===== src/rtl/lcisc_subtract_pkg.sv =====
// Shared lcisc subtract definitions: default widths, the immediate-or-address
// operand, the single-flag condition, the packed subtract request and the
// executor state enum.
package lcisc_subtract_pkg;

  localparam int unsigned LCISC_ADDR_W     = 8;
  localparam int unsigned LCISC_NUM_FLAGS  = 8;
  localparam int unsigned LCISC_FLAG_IDX_W = $clog2(LCISC_NUM_FLAGS);

  // Operand: immediate value, or register address in val[ADDR_W-1:0].
  typedef struct packed {
    logic        is_addr;
    logic [31:0] val;
  } ia_u32_t;

  // Condition: passes when disabled, else when flags[idx] == pol.
  typedef struct packed {
    logic                        en;
    logic [LCISC_FLAG_IDX_W-1:0] idx;
    logic                        pol;
  } cond_t;

  typedef struct packed {
    ia_u32_t                 op1;
    ia_u32_t                 op2;
    logic [LCISC_ADDR_W-1:0] dest;
    cond_t                   cond;
  } subtract_req_t;

  typedef enum logic [2:0] {
    ST_IDLE,
    ST_RD_A,
    ST_RD_B,
    ST_WB,
    ST_RSP
  } sub_state_e;

endpackage


===== src/rtl/lcisc_cond_check.sv =====
// Combinational condition evaluator shared by lcisc executors.
// Ports:
//   cond  - condition {en, idx, pol}
//   flags - environment flag vector
//   pass  - 1 when the instruction may execute
module lcisc_cond_check
  import lcisc_subtract_pkg::*;
#(
  parameter int unsigned NUM_FLAGS = LCISC_NUM_FLAGS
) (
  input  cond_t                cond,
  input  logic [NUM_FLAGS-1:0] flags,
  output logic                 pass
);

  int unsigned idx;

  always_comb begin
    idx  = 32'(cond.idx);
    pass = 1'b1;
    if (cond.en) begin
      // Out-of-range flag indices never pass.
      if (idx < NUM_FLAGS) begin
        pass = (flags[cond.idx] == cond.pol);
      end else begin
        pass = 1'b0;
      end
    end
  end

endmodule


===== src/rtl/subtract_exec_unit.sv =====
// Sequential executor for lcisc subtract instructions. Accepts one request,
// resolves address operands through a single register-file read port, writes
// A - B (mod 2^32) to dest when the condition holds, then presents a response.
// Ports:
//   clk, rst_n               - clock, async active-low reset
//   in_valid/in_ready/in_req - request handshake and packed subtract_req_t
//   flags                    - condition flags, sampled in RD_A only
//   rf_rd_en/addr/data       - register read port (data one cycle after en)
//   rf_wr_en/addr/data       - register write port (one-cycle strobe)
//   rsp_valid/rsp_ready      - response handshake
//   rsp_executed/borrow/zero - response status, held stable while valid
module subtract_exec_unit
  import lcisc_subtract_pkg::*;
#(
  parameter int unsigned ADDR_W    = LCISC_ADDR_W,
  parameter int unsigned NUM_FLAGS = LCISC_NUM_FLAGS
) (
  input  logic                             clk,
  input  logic                             rst_n,
  input  logic                             in_valid,
  output logic                             in_ready,
  input  logic [$bits(subtract_req_t)-1:0] in_req,
  input  logic [NUM_FLAGS-1:0]             flags,
  output logic                             rf_rd_en,
  output logic [ADDR_W-1:0]                rf_rd_addr,
  input  logic [31:0]                      rf_rd_data,
  output logic                             rf_wr_en,
  output logic [ADDR_W-1:0]                rf_wr_addr,
  output logic [31:0]                      rf_wr_data,
  output logic                             rsp_valid,
  input  logic                             rsp_ready,
  output logic                             rsp_executed,
  output logic                             rsp_borrow,
  output logic                             rsp_zero
);

  sub_state_e    state, state_nxt;
  subtract_req_t req_q;
  logic [31:0]   a_q;
  logic          exec_q, borrow_q, zero_q;
  logic          cond_pass;
  logic [31:0]   b_val;

  lcisc_cond_check #(.NUM_FLAGS(NUM_FLAGS)) u_cond (
    .cond  (req_q.cond),
    .flags (flags),
    .pass  (cond_pass)
  );

  // B is only consumed in WB, where rf_rd_data holds the op2 read.
  assign b_val = req_q.op2.is_addr ? rf_rd_data : req_q.op2.val;

  always_ff @(posedge clk or negedge rst_n) begin
    if (!rst_n) begin
      state    <= ST_IDLE;
      req_q    <= '0;
      a_q      <= '0;
      exec_q   <= 1'b0;
      borrow_q <= 1'b0;
      zero_q   <= 1'b0;
    end else begin
      state <= state_nxt;
      case (state)
        ST_IDLE: if (in_valid) req_q <= subtract_req_t'(in_req);
        ST_RD_A: begin
          exec_q   <= cond_pass;
          borrow_q <= 1'b0;
          zero_q   <= 1'b0;
        end
        ST_RD_B: a_q <= req_q.op1.is_addr ? rf_rd_data : req_q.op1.val;
        ST_WB: begin
          borrow_q <= (a_q < b_val);
          zero_q   <= (a_q == b_val);
        end
        default: ;
      endcase
    end
  end

  always_comb begin
    state_nxt = state;
    case (state)
      ST_IDLE: if (in_valid) state_nxt = ST_RD_A;
      ST_RD_A: state_nxt = cond_pass ? ST_RD_B : ST_RSP;
      ST_RD_B: state_nxt = ST_WB;
      ST_WB:   state_nxt = ST_RSP;
      ST_RSP:  if (rsp_ready) state_nxt = ST_IDLE;
      default: state_nxt = ST_IDLE;
    endcase
  end

  always_comb begin
    rf_rd_en   = 1'b0;
    rf_rd_addr = '0;
    rf_wr_en   = 1'b0;
    rf_wr_addr = '0;
    rf_wr_data = '0;
    case (state)
      ST_RD_A: begin
        if (cond_pass && req_q.op1.is_addr) begin
          rf_rd_en   = 1'b1;
          rf_rd_addr = req_q.op1.val[ADDR_W-1:0];
        end
      end
      ST_RD_B: begin
        if (req_q.op2.is_addr) begin
          rf_rd_en   = 1'b1;
          rf_rd_addr = req_q.op2.val[ADDR_W-1:0];
        end
      end
      ST_WB: begin
        rf_wr_en   = 1'b1;
        rf_wr_addr = req_q.dest[ADDR_W-1:0];
        rf_wr_data = a_q - b_val;
      end
      default: ;
    endcase
  end

  // in_ready stays low while reset is held.
  assign in_ready     = rst_n && (state == ST_IDLE);
  assign rsp_valid    = (state == ST_RSP);
  assign rsp_executed = rsp_valid && exec_q;
  assign rsp_borrow   = rsp_valid && borrow_q;
  assign rsp_zero     = rsp_valid && zero_q;

endmodule


===== config.mk =====
export PLATFORM = sky130hd
export DESIGN_NAME = subtract_exec_unit
export DESIGN_NICKNAME = d
export VERILOG_FILES = /design/src/rtl/lcisc_subtract_pkg.sv /design/src/rtl/lcisc_cond_check.sv /design/src/rtl/subtract_exec_unit.sv
export SDC_FILE = /design/constraint.sdc
export NUM_CORES = 1
export LEC_CHECK = 0
export ABC_AREA = 1
export CORE_MARGIN = 2
export CORE_UTILIZATION = 58
export CTS_BUF_LIST = sky130_fd_sc_hd__clkbuf_4
export CTS_CLUSTER_SIZE = 8
export DETAILED_ROUTE_END_ITERATION = 10
export GPL_TIMING_DRIVEN = 0
export PLACE_DENSITY_LB_ADDON = 0.2
export SLEW_MARGIN = 10
export SYNTH_ARGS = -nofsm -noshare
export SYNTH_HDL_FRONTEND = slang
export SYNTH_SLANG_ARGS = --single-unit

===== constraint.sdc =====
create_clock -name clk -period 4.47 [get_ports clk]
set_input_delay 0.894 -clock clk [delete_from_list [all_inputs] [get_ports clk]]
set_output_delay 0.894 -clock clk [all_outputs]
set_load 0.01 [all_outputs]

* Word-level counts from Yosys, hierarchy flattened
Cells that the tools add are included.
** Storage, ports and cells
- Register bits :: 117
- Input port bits :: 123
- Output and inout port bits :: 55
- Word-level logic and storage cells :: 53
** Cells by class
- Equality and inequality tests :: 8
- $lt $le $gt $ge :: 2
- Reduce and logical (&&, ||, !) cells :: 9
- Add/subtract/negate cells :: 1
- Mux-type cells :: 20
** Operator list (count)
- $mux W32 :: 3
- $eq A32 B32 Y1 :: 1
- $lt A32 B32 Y1 :: 1
- $sub A32 B32 Y32 :: 1
- $mux W8 :: 3
- $pmux W8 S2 :: 1
- $pmux W3 S5 :: 1
- $mux W3 :: 3
- $eq A3 B2 Y1 const B :: 2
- $pmux W1 S2 :: 3
- $logic_and A1 B1 Y1 :: 5
- $mux W1 :: 5
- $lt A3 B4 Y1 const B :: 1
- $reduce_and A2 Y1 :: 2
- $bmux W1 S3 :: 1
- $eq A3 B1 Y1 const B :: 1
- $eq A3 B3 Y1 const B :: 1
- $logic_not A3 Y1 :: 1
- $ne A2 B1 Y1 const B :: 1
- $ne A2 B2 Y1 const B :: 1
- $reduce_bool A2 Y1 :: 1
- $eq A1 B1 Y1 :: 1

* Longest topological paths before layout
Gate-level depths: netlist of the first run.
- Depth after elaboration :: 7
- Gate-level depth with buffers :: 17
- Depth with buffers taken out :: 16

* Hierarchy
Synthesis of the first run repeated with hierarchy kept, for this count alone.
** Second synthesis, totals
- Cells, all modules :: 1143
- Area, all modules :: 8254.2 µm²
** By module, submodules not included
- subtract_exec_unit :: cells an instance 1113, instances 1, area an instance 8121.5 µm², seq. area each 2927.8 µm²
- lcisc_cond_check :: cells an instance 30, instances 1, area an instance 132.6 µm², seq. area each 0.0 µm²

* Worst setup path before layout of the first run
No wires, ideal clock.
- Kind :: in2out
- From :: input port rf_rd_data[0]
- To :: output port rf_wr_data[22]
- Path slack :: 1.173 ns
- Path buffers :: 0
- Data arrival time :: 2.403 ns
- Data required time :: 3.576 ns
- Stages on the path :: 13
- Path through :: nand2_1 -> o21ai_0 -> ha_1 -> fa_1 -> inv_1 -> nand2_1 -> nand3_2 -> nand2_1 -> nand2_2 -> nand2_2 -> nand3b_2 -> nand2_1 -> nor2_1
** On the way
- Cells in the longest elaborated chain, start to end :: 3
** RTL lines
- start: declaration :: line subtract_exec_unit.sv:26 : input logic [31:0] rf_rd_data,
- $mux W32 :: line subtract_exec_unit.sv:51 : assign b_val = req_q.op2.is_addr ? rf_rd_data : req_q.op2.val;
- $sub A32 B32 Y32 :: line subtract_exec_unit.sv:114 : rf_wr_data = a_q - b_val;
- $mux W32 :: line subtract_exec_unit.sv:98 : case (state)
- end: declaration :: line subtract_exec_unit.sv:29 : output logic [31:0] rf_wr_data,
Every way passes these cells.

* Final worst setup path of the first run
- From :: input port rf_rd_data[5]
- To :: output port rf_wr_data[19]
The elaborated chain is that of the path after synthesis.

==> results.py, run 1 <==
metrics = {
    "final_layout": {
        "final_util_pct": 76.4,
        "finalNonFillerCells": 1550,
        "nFillCells": 1106,
        "drive_gt1_share_pct": 16.8,
        "fin_nets": 1519,
        "syn2layout_area_growth_pct": 30.0,
        "seq_area_mm2": 0.00293,
        "final_cell_area_mm2": 0.0110,
        "multi_input_area_mm2": 0.00470,
    },
    "timing": {
        "setup-tns-final_ps": 0,
        "worst_slew_pin_slew_ps": 610,
        "period_share_pct": 97.4,
        "min_period_ps": 4350,
        "fin_skew_ps": 26.9,
        "rsz0062_at_grt": "true",
        "slew_violations": 0,
        "max_slew_margin_pct": 59.3,
        "layout_setup_ws_ps": 118,
        "max_clock_freq_ghz": 0.230,
        "hold_viol_final": 0,
        "hold_ws_ps": 215,
        "setup-violations-final": 0,
    },
    "job": {
        "maxCapViolCount": 0,
    },
    "clock_network": {
        "clockRootBuffer": "clkbuf_4",
        "cts_made_buffers": 17,
        "cts.sinks": 117,
        "path_clk_slew_ps": 120,
        "clock_path_buffers": 2,
        "cts_tree": "done",
        "ctsHoldBuffers": 0,
        "htree_levels": 4,
        "clk_latency_ps": 560,
    },
    "synthesis": {
        "synth_flop_cell": "dfrtp_1",
        "synthXorXnorAreaFrac_pct": 0.103,
        "synthMuxAreaShare_pct": 10.5,
        "synthAdderAreaFrac_pct": 6.44,
        "ys_seq_elements": 117,
        "netlist_area_mm2": 0.00847,
        "syn_area_per_cell_um2": 7.36,
        "synth_warnings": 0,
        "synth_compound_area_share_pct": 10.6,
        "synth_edf_count": 0,
        "synth_cells": 1151,
        "yosys.area_share.simple_pct": 26.8,
        "postSynth.asyncResetShare_pct": 100,
        "synth.yosys.seq_area_share_pct": 34.6,
        "syn-num-nets": 1317,
        "synth_cell_types": 42,
        "synth_top_family_by_area": "simple AND/OR/NAND/NOR gates",
    },
    "power": {
        "total_power_mw": 8.95,
        "ir_drop_mv": 0.396,
        "p_per_area_mw_per_mm2": 813,
        "power_leakage_nw": 5.93,
    },
    "floorplan": {
        "die-area_mm2": 0.0156,
        "pin_count": 178,
        "die_w_um": 125,
        "dieHeight_um": 125,
        "core_mm2": 0.0144,
        "rows": 44,
        "initial_core_util_pct": 58.7,
    },
    "global_routing": {
        "overflow": 0,
        "grt_antenna_before_repair": 1,
        "grtUsageTotal_pct": 32.2,
        "grt_pass1_wl_mm": 39.7,
        "grt_max_degree": 82,
        "grt_pass1_vias": 7846,
    },
    "drt": {
        "wl_per_cell_um": 16.2,
        "finalWirelength_mm": 25.1,
        "drt_iter0_drc": 624,
        "vias": 8250,
        "via_per_inst": 5.32,
        "drt-pass1-iter-count": 7,
        "drc": 0,
        "ant_nets": 0,
    },
    "place": {
        "dpl.hpwl_mm": 19.8,
        "post_dp_cell_area_mm2": 0.0105,
        "io_buffers": 177,
        "pre_cts_slack_ps": -135,
        "post-place-cells": 1513,
        "gp_congestion": 0.910,
    },
    "critical_path": {
        "crit_required_ps": 3580,
        "crit_path_end_kind": "output port",
        "crit_type": "in -> out",
        "crit_end": "rf_wr_data[19]",
        "cp-start-kind": "primary input",
        "arrival_ps": 3460,
        "cp_max_fo": 4,
        "r2r_start": "req_q[45]$_DFFE_PN0P_",
        "r2r_cells": 14,
        "startpoint": "rf_rd_data[5]",
        "r2r-end": "borrow_q$_DFFE_PN0P_",
        "r2r_slack_ps": 1880,
    },
    "min_path": {
        "hp-class": "in -> async",
    },
    "outcome": {
        "status": "finished clean",
    },
}
==> cell usage after synthesis, types with 2 or more instances <==
library cell | number | area share, %
a21oi_1 | 49 | 2.9
a21oi_2 | 3 | 0.31
and2_1 | 2 | 0.15
buf_1 | 3 | 0.13
buf_2 | 9 | 0.53
buf_4 | 2 | 0.18
buf_6 | 7 | 0.93
clkbuf_1 | 16 | 0.71
clkinv_1 | 3 | 0.13
dfrtp_1 | 117 | 35
ha_1 | 42 | 6.2
inv_1 | 167 | 7.4
inv_2 | 23 | 1.0
mux2_2 | 24 | 3.2
mux2_4 | 40 | 7.1
nand2_1 | 336 | 15
nand2_2 | 28 | 2.1
nand2_4 | 2 | 0.27
nand3_1 | 31 | 1.8
nand3_2 | 4 | 0.47
nand3b_1 | 2 | 0.18
nand4_1 | 13 | 0.96
nor2_1 | 80 | 3.5
nor2_2 | 12 | 0.89
nor2_4 | 3 | 0.40
nor3_1 | 2 | 0.12
nor3_2 | 6 | 0.71
o211ai_1 | 2 | 0.18
o21ai_0 | 85 | 5.0
o21ai_1 | 23 | 1.4
o21bai_1 | 4 | 0.35
==> per-layer routing <==
metal	up-vias	track usage (%)	routed length, µm
met2	339	51.8	11600
met4	0	9.61	622
met5	-	0	0
met1	3832	44.1	11000
met3	48	6.96	1920
li1	4031	-	-
==> timing repair <==
action | in CTS | in global routing
endpoints found under the setup margin | 28 | 24
setup buffers | 0 | 5
pin swaps | 0 | 9
gates resized for setup | 17 | 51
==> cell families after synthesis <==
family                   Yosys count
AO/OA/AOI/OAI                    170
XOR/XNOR                           1
adder cells (fa/ha/maj)           43
buffers and inverters            230
flip-flops                       117
multiplexers                      66
AND/OR/NAND/NOR                  524
==> worst min path at each step <==
| stage | startpoint | end | slack [ps] |
|---|---|---|---|
| after floorplan | a_q[31]$_DFFE_PN0N_ | a_q[31]$_DFFE_PN0N_ | 450 |
| after global placement | a_q[31]$_DFFE_PN0N_ | a_q[31]$_DFFE_PN0N_ | 470 |
| after detailed placement | borrow_q$_DFFE_PN0P_ | borrow_q$_DFFE_PN0P_ | 470 |
| after CTS | rst_n | req_q[19]$_DFFE_PN0P_ | 220 |
| after global routing | rst_n | req_q[19]$_DFFE_PN0P_ | 200 |
| final | rst_n | req_q[19]$_DFFE_PN0P_ | 220 |
==> critical path, cell delays in order <==
cell and delay (ps):
clkdlybuf4s50_1 470, inv_1 50, nand2_1 40, o21ai_0 160
ha_1 400, nand2_2 170, inv_2 50, nand2_1 60
nand2_1 50, nand2_1 90, nand3_2 150, nand2_1 90
nand2_1 60, nand2_1 50, nand2_1 40, nor2_1 90
clkdlybuf4s50_1 540
==> power by group <==
group	leakage [nW]	total [mW]	internal (mW)	switching, mW
sequential	1.39	1.94	1.58	0.362
clock	0.169	0.896	0.455	0.441
combinational	4.37	6.12	2.39	3.72
total	5.93	8.95	4.43	4.53
==> area by class of cell <==
type / count / share of cell area, %
Buffer: 37 / 2.12
Sequential cell: 117 / 26.6
Tap cell: 184 / 2.09
Clock buffer: 19 / 1.30
Antenna cell: 1 / 0.0227
Inverter: 193 / 6.58
Timing Repair Buffer: 183 / 17.0
Multi-Input combinational cell: 804 / 42.7
Clock inverter: 12 / 1.64
==> cells in the final DEF, fill, tap and decap left out, types with 3 or more instances in the layout <==
cell / n
clkdlybuf4s50_1: 160
nand4_1: 13
buf_4: 9
o21bai_1: 4
o21ai_1: 31
dfrtp_1: 117
buf_6: 8
bufinv_16: 4
inv_2: 23
clkinv_4: 3
buf_1: 3
nand2_1: 335
nor3_2: 5
inv_1: 167
nor2_2: 16
clkbuf_1: 9
clkinv_1: 3
ha_2: 6
nand3_2: 6
nand2_2: 29
o21ai_0: 75
clkbuf_4: 23
nand3_1: 29
ha_1: 36
nor2_4: 4
buf_2: 9
mux2_2: 24
mux2_4: 40
dlymetal6s2s_1: 15
a21oi_1: 48
nor2_1: 75
==> state kept, by name, indices dropped and copies added, names as in the netlist <==
name / count
a_q: 32
borrow_q: 1
exec_q: 1
req_q: 79
state: 3
zero_q: 1
No activity file was read; power rests on OpenSTA's default activity.
==> inputs of run 2 (changes only) <==
--- a/config.mk
+++ b/config.mk
@@ -6,7 +6,6 @@
 export NUM_CORES = 1
 export LEC_CHECK = 0
 export ABC_AREA = 1
-export CORE_MARGIN = 2
 export CORE_UTILIZATION = 58
 export CTS_BUF_LIST = sky130_fd_sc_hd__clkbuf_4
 export CTS_CLUSTER_SIZE = 8
==> results.py, run 2 (synthesized netlist as in run 1, its figures left out) <==
metrics = {
    "power": {
        "power_leakage_nw": 5.89,
        "total_power_mw": 8.83,
        "ir_drop_mv": 0.392,
        "p_per_area_mw_per_mm2": 803,
    },
    "floorplan": {
        "dieHeight_um": 123,
        "pin_count": 178,
        "core_mm2": 0.0140,
        "die_w_um": 123,
        "rows": 43,
        "die-area_mm2": 0.0151,
        "initial_core_util_pct": 60.3,
    },
    "final_layout": {
        "largest_reg_flops": 79,
        "seq_area_mm2": 0.00293,
        "final_cell_area_mm2": 0.0110,
        "finalNonFillerCells": 1550,
        "largest_register": "req_q",
        "final_cell_mix": "333 x nand2_1, 167 x inv_1, 162 x clkdlybuf4s50_1",
        "syn2layout_area_growth_pct": 29.7,
        "nFillCells": 1044,
        "drive_gt1_share_pct": 17.2,
        "reg_top3": "req_q x79, a_q x32, state x3",
        "final_common_cell": "nand2_1",
        "multi_input_area_mm2": 0.00472,
        "fin_nets": 1523,
    },
    "clock_network": {
        "htree_levels": 4,
        "cts_made_buffers": 17,
        "cts_tree": "done",
        "path_clk_slew_ps": 110,
        "clockRootBuffer": "clkbuf_4",
        "clk_latency_ps": 580,
        "clock_path_buffers": 2,
        "cts.sinks": 117,
    },
    "critical_path": {
        "cp-start-kind": "primary input",
        "crit_slowest_cell": "clkdlybuf4s50_1",
        "crit_required_ps": 3580,
        "cp_max_fo": 4,
        "crit_path_frequent_cell": "nand3_1",
        "cp_slowest_stage_delay_ps": 550,
        "arrival_ps": 3440,
        "crit_path_end_kind": "output port",
        "crit_type": "in -> out",
        "worstPathCellList": "clkdlybuf4s50_1, inv_1, nand2_1, o21ai_0, ha_1, nand2_2, nor2_2, nand3_1, nand3_2, nand3_1, nand3_1, nand2_1, nor2_1, clkdlybuf4s50_1",
    },
    "drt": {
        "vias": 8268,
        "via_per_inst": 5.33,
        "drt-pass1-iter-count": 5,
        "finalWirelength_mm": 25.0,
        "drc": 0,
        "ant_nets": 0,
        "drt_iter0_drc": 593,
        "wl_per_cell_um": 16.2,
    },
    "place": {
        "gp_congestion": 0.907,
        "dpl.hpwl_mm": 19.9,
        "io_buffers": 177,
        "post-place-cells": 1509,
        "post_dp_cell_area_mm2": 0.0105,
    },
    "timing": {
        "setup-tns-final_ps": 0,
        "slew_violations": 0,
        "setup-violations-final": 0,
        "period_share_pct": 97.0,
        "hold_viol_final": 0,
        "max_clock_freq_ghz": 0.231,
        "min_period_ps": 4330,
        "max_slew_margin_pct": 59.1,
        "fin_skew_ps": 21.1,
        "worst_slew_pin_slew_ps": 614,
    },
    "global_routing": {
        "grt_max_degree": 83,
        "grt_pass1_vias": 7837,
        "overflow": 0,
        "grt_antenna_before_repair": 1,
        "grtUsageTotal_pct": 34.6,
        "grt_pass1_wl_mm": 38.9,
    },
    "min_path": {
        "hp-class": "in -> async",
    },
    "outcome": {
        "status": "finished clean",
    },
    "job": {
        "maxCapViolCount": 0,
    },
}
[run 2: cell count changes in the layout (fill, tap and decap cells not counted), moves of 2 or more]
cell | previous run | this run
dlymetal6s2s_1 | 15 | 13
o21ai_2 | 1 | 5
nand2_1 | 335 | 333
buf_4 | 9 | 13
clkbuf_4 | 23 | 20
clkdlybuf4s50_1 | 160 | 162
nor2_1 | 75 | 78
clkinv_1 | 3 | 6
bufinv_16 | 4 | 1
o21ai_1 | 31 | 27
nor2_2 | 16 | 14
[run 2: where the power goes]
| group | leakage (nW) | switching, mW | total [mW] | internal, mW |
|---|---|---|---|---|
| logic | 4.36 | 3.72 | 6.18 | 2.46 |
| clock network | 0.131 | 0.442 | 0.718 | 0.276 |
| registers | 1.39 | 0.348 | 1.93 | 1.58 |
[run 2: timing repair]
item | CTS | global route
pin swaps | 0 | 13
setup buffers | 0 | 9
endpoints found under the setup margin | 28 | 24
hold buffers | 0 | 0
gates resized for setup | 21 | 50
[run 2: final cells by class]
class                      count  area share, %
tap                          180           2.05
sequential                   117           26.6
antenna                        1         0.0228
clock inverter                13           1.00
clock buffer                  18           1.23
inverter                     193           6.59
buffer                        37           2.22
timing repair buffer         187           17.3
multi-input combinational    804           43.0
[run 2: final timing paths]
kind	start	to	slack, ps	cells after the start
setup / recovery	rf_rd_data[5]	rf_wr_data[25]	140	14
hold / removal	rst_n	req_q[18]$_DFFE_PN0P_	200	1
setup reg to reg	req_q[45]$_DFFE_PN0P_	borrow_q$_DFFE_PN0P_	1870	14
hold reg to reg	borrow_q$_DFFE_PN0P_	borrow_q$_DFFE_PN0P_	500	2
max in group asynchronous	rst_n	a_q[27]$_DFFE_PN0N_	3560	2
min in group clk	borrow_q$_DFFE_PN0P_	borrow_q$_DFFE_PN0P_	500	2
[run 2: routing by layer]
layer	vias to the layer above	routed length [µm]	track usage, %
met5	-	0	0
met4	0	735	12.3
li1	4031	-	-
met2	360	11600	56.0
met3	61	1950	8.74
met1	3816	10800	44.8
[run 2: through the flow]
stage          hold WS (ps)  utilization (%)  setup slack [ps]
2_1_floorplan           448                -              1170
3_3_place_gp            467             74.6             -2500
3_5_place_dp            469             74.8              -107
4_1_cts                 203             76.8              1.93
5_1_grt                 209             78.3             -11.5
6_report                200             78.3               136
[run 2: critical path, delay by kind of cell]
family          cells  cell delay [ps]
compound gates      1              170
fa+ha+maj           1              390
buf+inv             3             1060
simple gates        9              930
==> inputs of run 3 (changes only) <==
--- a/config.mk
+++ b/config.mk
@@ -5,8 +5,7 @@
 export SDC_FILE = /design/constraint.sdc
 export NUM_CORES = 1
 export LEC_CHECK = 0
-export ABC_AREA = 1
-export CORE_UTILIZATION = 58
+export CORE_UTILIZATION = 56
 export CTS_BUF_LIST = sky130_fd_sc_hd__clkbuf_4
 export CTS_CLUSTER_SIZE = 8
 export DETAILED_ROUTE_END_ITERATION = 10
==> results.py, run 3 <==
metrics = {
    "timing": {
        "max_slew_margin_pct": 35.4,
        "max_clock_freq_ghz": 0.217,
        "rsz0062_at_grt": "true",
        "setup-tns-final_ps": -578,
        "hold_viol_final": 0,
        "slew_violations": 0,
        "worst_slew_pin_slew_ps": 970,
        "period_share_pct": 103,
        "setup-violations-final": 8,
        "fin_skew_ps": 20.1,
        "hold_ws_ps": 256,
        "min_period_ps": 4620,
        "layout_setup_ws_ps": -149,
    },
    "synthesis": {
        "synth_edf_count": 0,
        "synth_compound_area_share_pct": 15.1,
        "netlist_area_mm2": 0.00757,
        "synth_cells": 752,
        "syn_area_per_cell_um2": 10.1,
        "synth_warnings": 0,
        "synth.yosys.seq_area_share_pct": 38.7,
        "yosys-top-cells-area": "dfrtp_1 39%, mux2_2 12%, mux2i_1 8.7%, ha_1 6.9%, a21oi_1 4.6%",
        "synth_top_family_by_area": "multiplexers",
        "synthAdderAreaFrac_pct": 7.21,
        "synth_top_area_share_pct": 38.7,
        "synth_common_cells": "117 x dfrtp_1, 80 x mux2_2, 69 x a21oi_1",
        "synth_cell_types": 63,
        "synth.largest_area_cell": "dfrtp_1",
        "synth_flop_cell": "dfrtp_1",
        "synthXorXnorAreaFrac_pct": 1.74,
        "synthMuxAreaShare_pct": 21.2,
        "postSynth.asyncResetShare_pct": 100,
        "synthMostInstantiatedCell": "dfrtp_1",
        "syn-num-nets": 918,
        "yosys.area_share.simple_pct": 13.0,
        "ys_seq_elements": 117,
    },
    "critical_path": {
        "r2r_start": "req_q[45]$_DFFE_PN0P_",
        "cp-start-kind": "primary input",
        "r2r_slack_ps": 1570,
        "crit_required_ps": 3580,
        "r2r_cells": 11,
        "arrival_ps": 3720,
        "crit_path_end_kind": "output port",
        "r2r-end": "borrow_q$_DFFE_PN0P_",
        "cp_max_fo": 4,
        "crit_type": "in -> out",
    },
    "global_routing": {
        "grt_antenna_before_repair": 0,
        "grtUsageTotal_pct": 35.7,
        "grt_pass1_vias": 7524,
        "grt_pass1_wl_mm": 38.6,
        "grt_max_degree": 63,
        "overflow": 0,
    },
    "final_layout": {
        "finalNonFillerCells": 1162,
        "nFillCells": 785,
        "fin_nets": 1139,
        "diodes": 0,
        "final_cell_mix": "149 x clkdlybuf4s50_1, 116 x dfrtp_1, 79 x mux2_2",
        "largest_reg_flops": 79,
        "largest_register": "req_q",
        "reg_top3": "req_q x79, a_q x32, state x3",
        "syn2layout_area_growth_pct": 40.2,
        "final_cell_area_mm2": 0.0106,
        "seq_area_mm2": 0.00293,
        "final_util_pct": 80.4,
        "drive_gt1_share_pct": 27.2,
        "multi_input_area_mm2": 0.00486,
        "final_common_cell": "clkdlybuf4s50_1",
    },
    "clock_network": {
        "clock_path_buffers": 2,
        "clk_latency_ps": 590,
        "htree_levels": 4,
        "ctsHoldBuffers": 0,
        "clockRootBuffer": "clkbuf_4",
        "cts.sinks": 117,
        "cts_made_buffers": 17,
        "path_clk_slew_ps": 130,
        "cts_tree": "done",
    },
    "power": {
        "p_per_area_mw_per_mm2": 901,
        "power_leakage_nw": 4.55,
        "total_power_mw": 9.57,
        "ir_drop_mv": 0.450,
    },
    "outcome": {
        "status": "complete, but fails checks",
        "violations": "negative setup slack",
    },
    "drt": {
        "wl_per_cell_um": 21.8,
        "finalWirelength_mm": 25.3,
        "vias": 7276,
        "drt-pass1-iter-count": 6,
        "drc": 0,
        "ant_nets": 0,
        "drt_iter0_drc": 656,
        "via_per_inst": 6.26,
    },
    "place": {
        "post-place-cells": 1106,
        "pre_cts_slack_ps": -825,
        "dpl.hpwl_mm": 17.3,
        "gp_congestion": 0.874,
        "post_dp_cell_area_mm2": 0.00959,
        "io_buffers": 177,
    },
    "floorplan": {
        "die_w_um": 118,
        "rows": 42,
        "pin_count": 178,
        "dieHeight_um": 118,
        "core_mm2": 0.0132,
        "initial_core_util_pct": 57.4,
        "die-area_mm2": 0.0140,
    },
    "job": {
        "maxCapViolCount": 0,
    },
    "min_path": {
        "hp-class": "in -> async",
    },
}
[run 3: changes by cell type in the layout (fill, tap and decap cells not counted), moves of 19 or more]
cell     delta
o21ai_1    -23
mux2i_1    +58
mux2_2     +55
nand2_2    -26
o21ai_0    -68
nand3_1    -22
inv_1     -156
mux2_4     -39
inv_2      -22
nand2_1   -300
buf_4      +19
[run 3: what timing repair did]
action | in CTS | in global routing
setup buffers | 23 | 8
setup endpoints to repair | 30 | 26
pin swaps | 21 | 19
resized for setup | 126 | 72
[run 3: routing by layer]
metal  share of wire (%)  global-route usage [%]
met1                  39                    43.0
met2                  50                    62.0
met3                 6.9                    7.67
met4                 3.5                    14.6
met5                   0                       0
[run 3: power by group]
group | switching [mW] | internal [mW] | total [mW]
logic | 3.72 | 2.88 | 6.60
clock network | 0.479 | 0.504 | 0.983
registers | 0.399 | 1.59 | 1.99
[run 3: final cells by class]
| cell class | instances | area share [%] |
|---|---|---|
| Clock inverter | 15 | 2.13 |
| Timing Repair Buffer | 209 | 18.7 |
| Inverter | 13 | 0.460 |
| Buffer | 39 | 2.05 |
| Sequential cell | 117 | 27.6 |
| Multi-Input combinational cell | 576 | 45.8 |
| Clock buffer | 17 | 1.20 |
| Tap cell | 176 | 2.08 |
[run 3: logic make-up after synthesis]
group,count (synthesis)
buf+inv,59
fa+ha+maj,43
compound gates,169
simple gates,201
xor+xnor,15
mux,148
flops,117
[run 3: how the worst max path moves through the flow]
stage | from | endpoint | slack (ps) | depth (start not counted)
3_5_place_dp | req_q[45]$_DFFE_PN0P_ | rf_wr_data[24] | -830 | 11
4_1_cts | req_q[45]$_DFFE_PN0P_ | rf_wr_data[27] | -80 | 10
2_1_floorplan | req_q[45]$_DFFE_PN0P_ | rf_wr_data[22] | 610 | 10
5_1_grt | rf_rd_data[8] | rf_wr_data[25] | -240 | 12
3_3_place_gp | rst_n | in_ready | -2510 | 3
6_report | rf_rd_data[8] | rf_wr_data[25] | -150 | 12
[run 3: worst max-delay path: stages]
cell and delay, ps:
clkdlybuf4s50_1 490, mux2i_1 110, ha_1 380, nand2_1 130
a2111oi_4 460, buf_4 190, o21ai_2 70, a2111oi_4 360
buf_4 180, o21ai_2 60, mux2i_1 220, buf_2 180
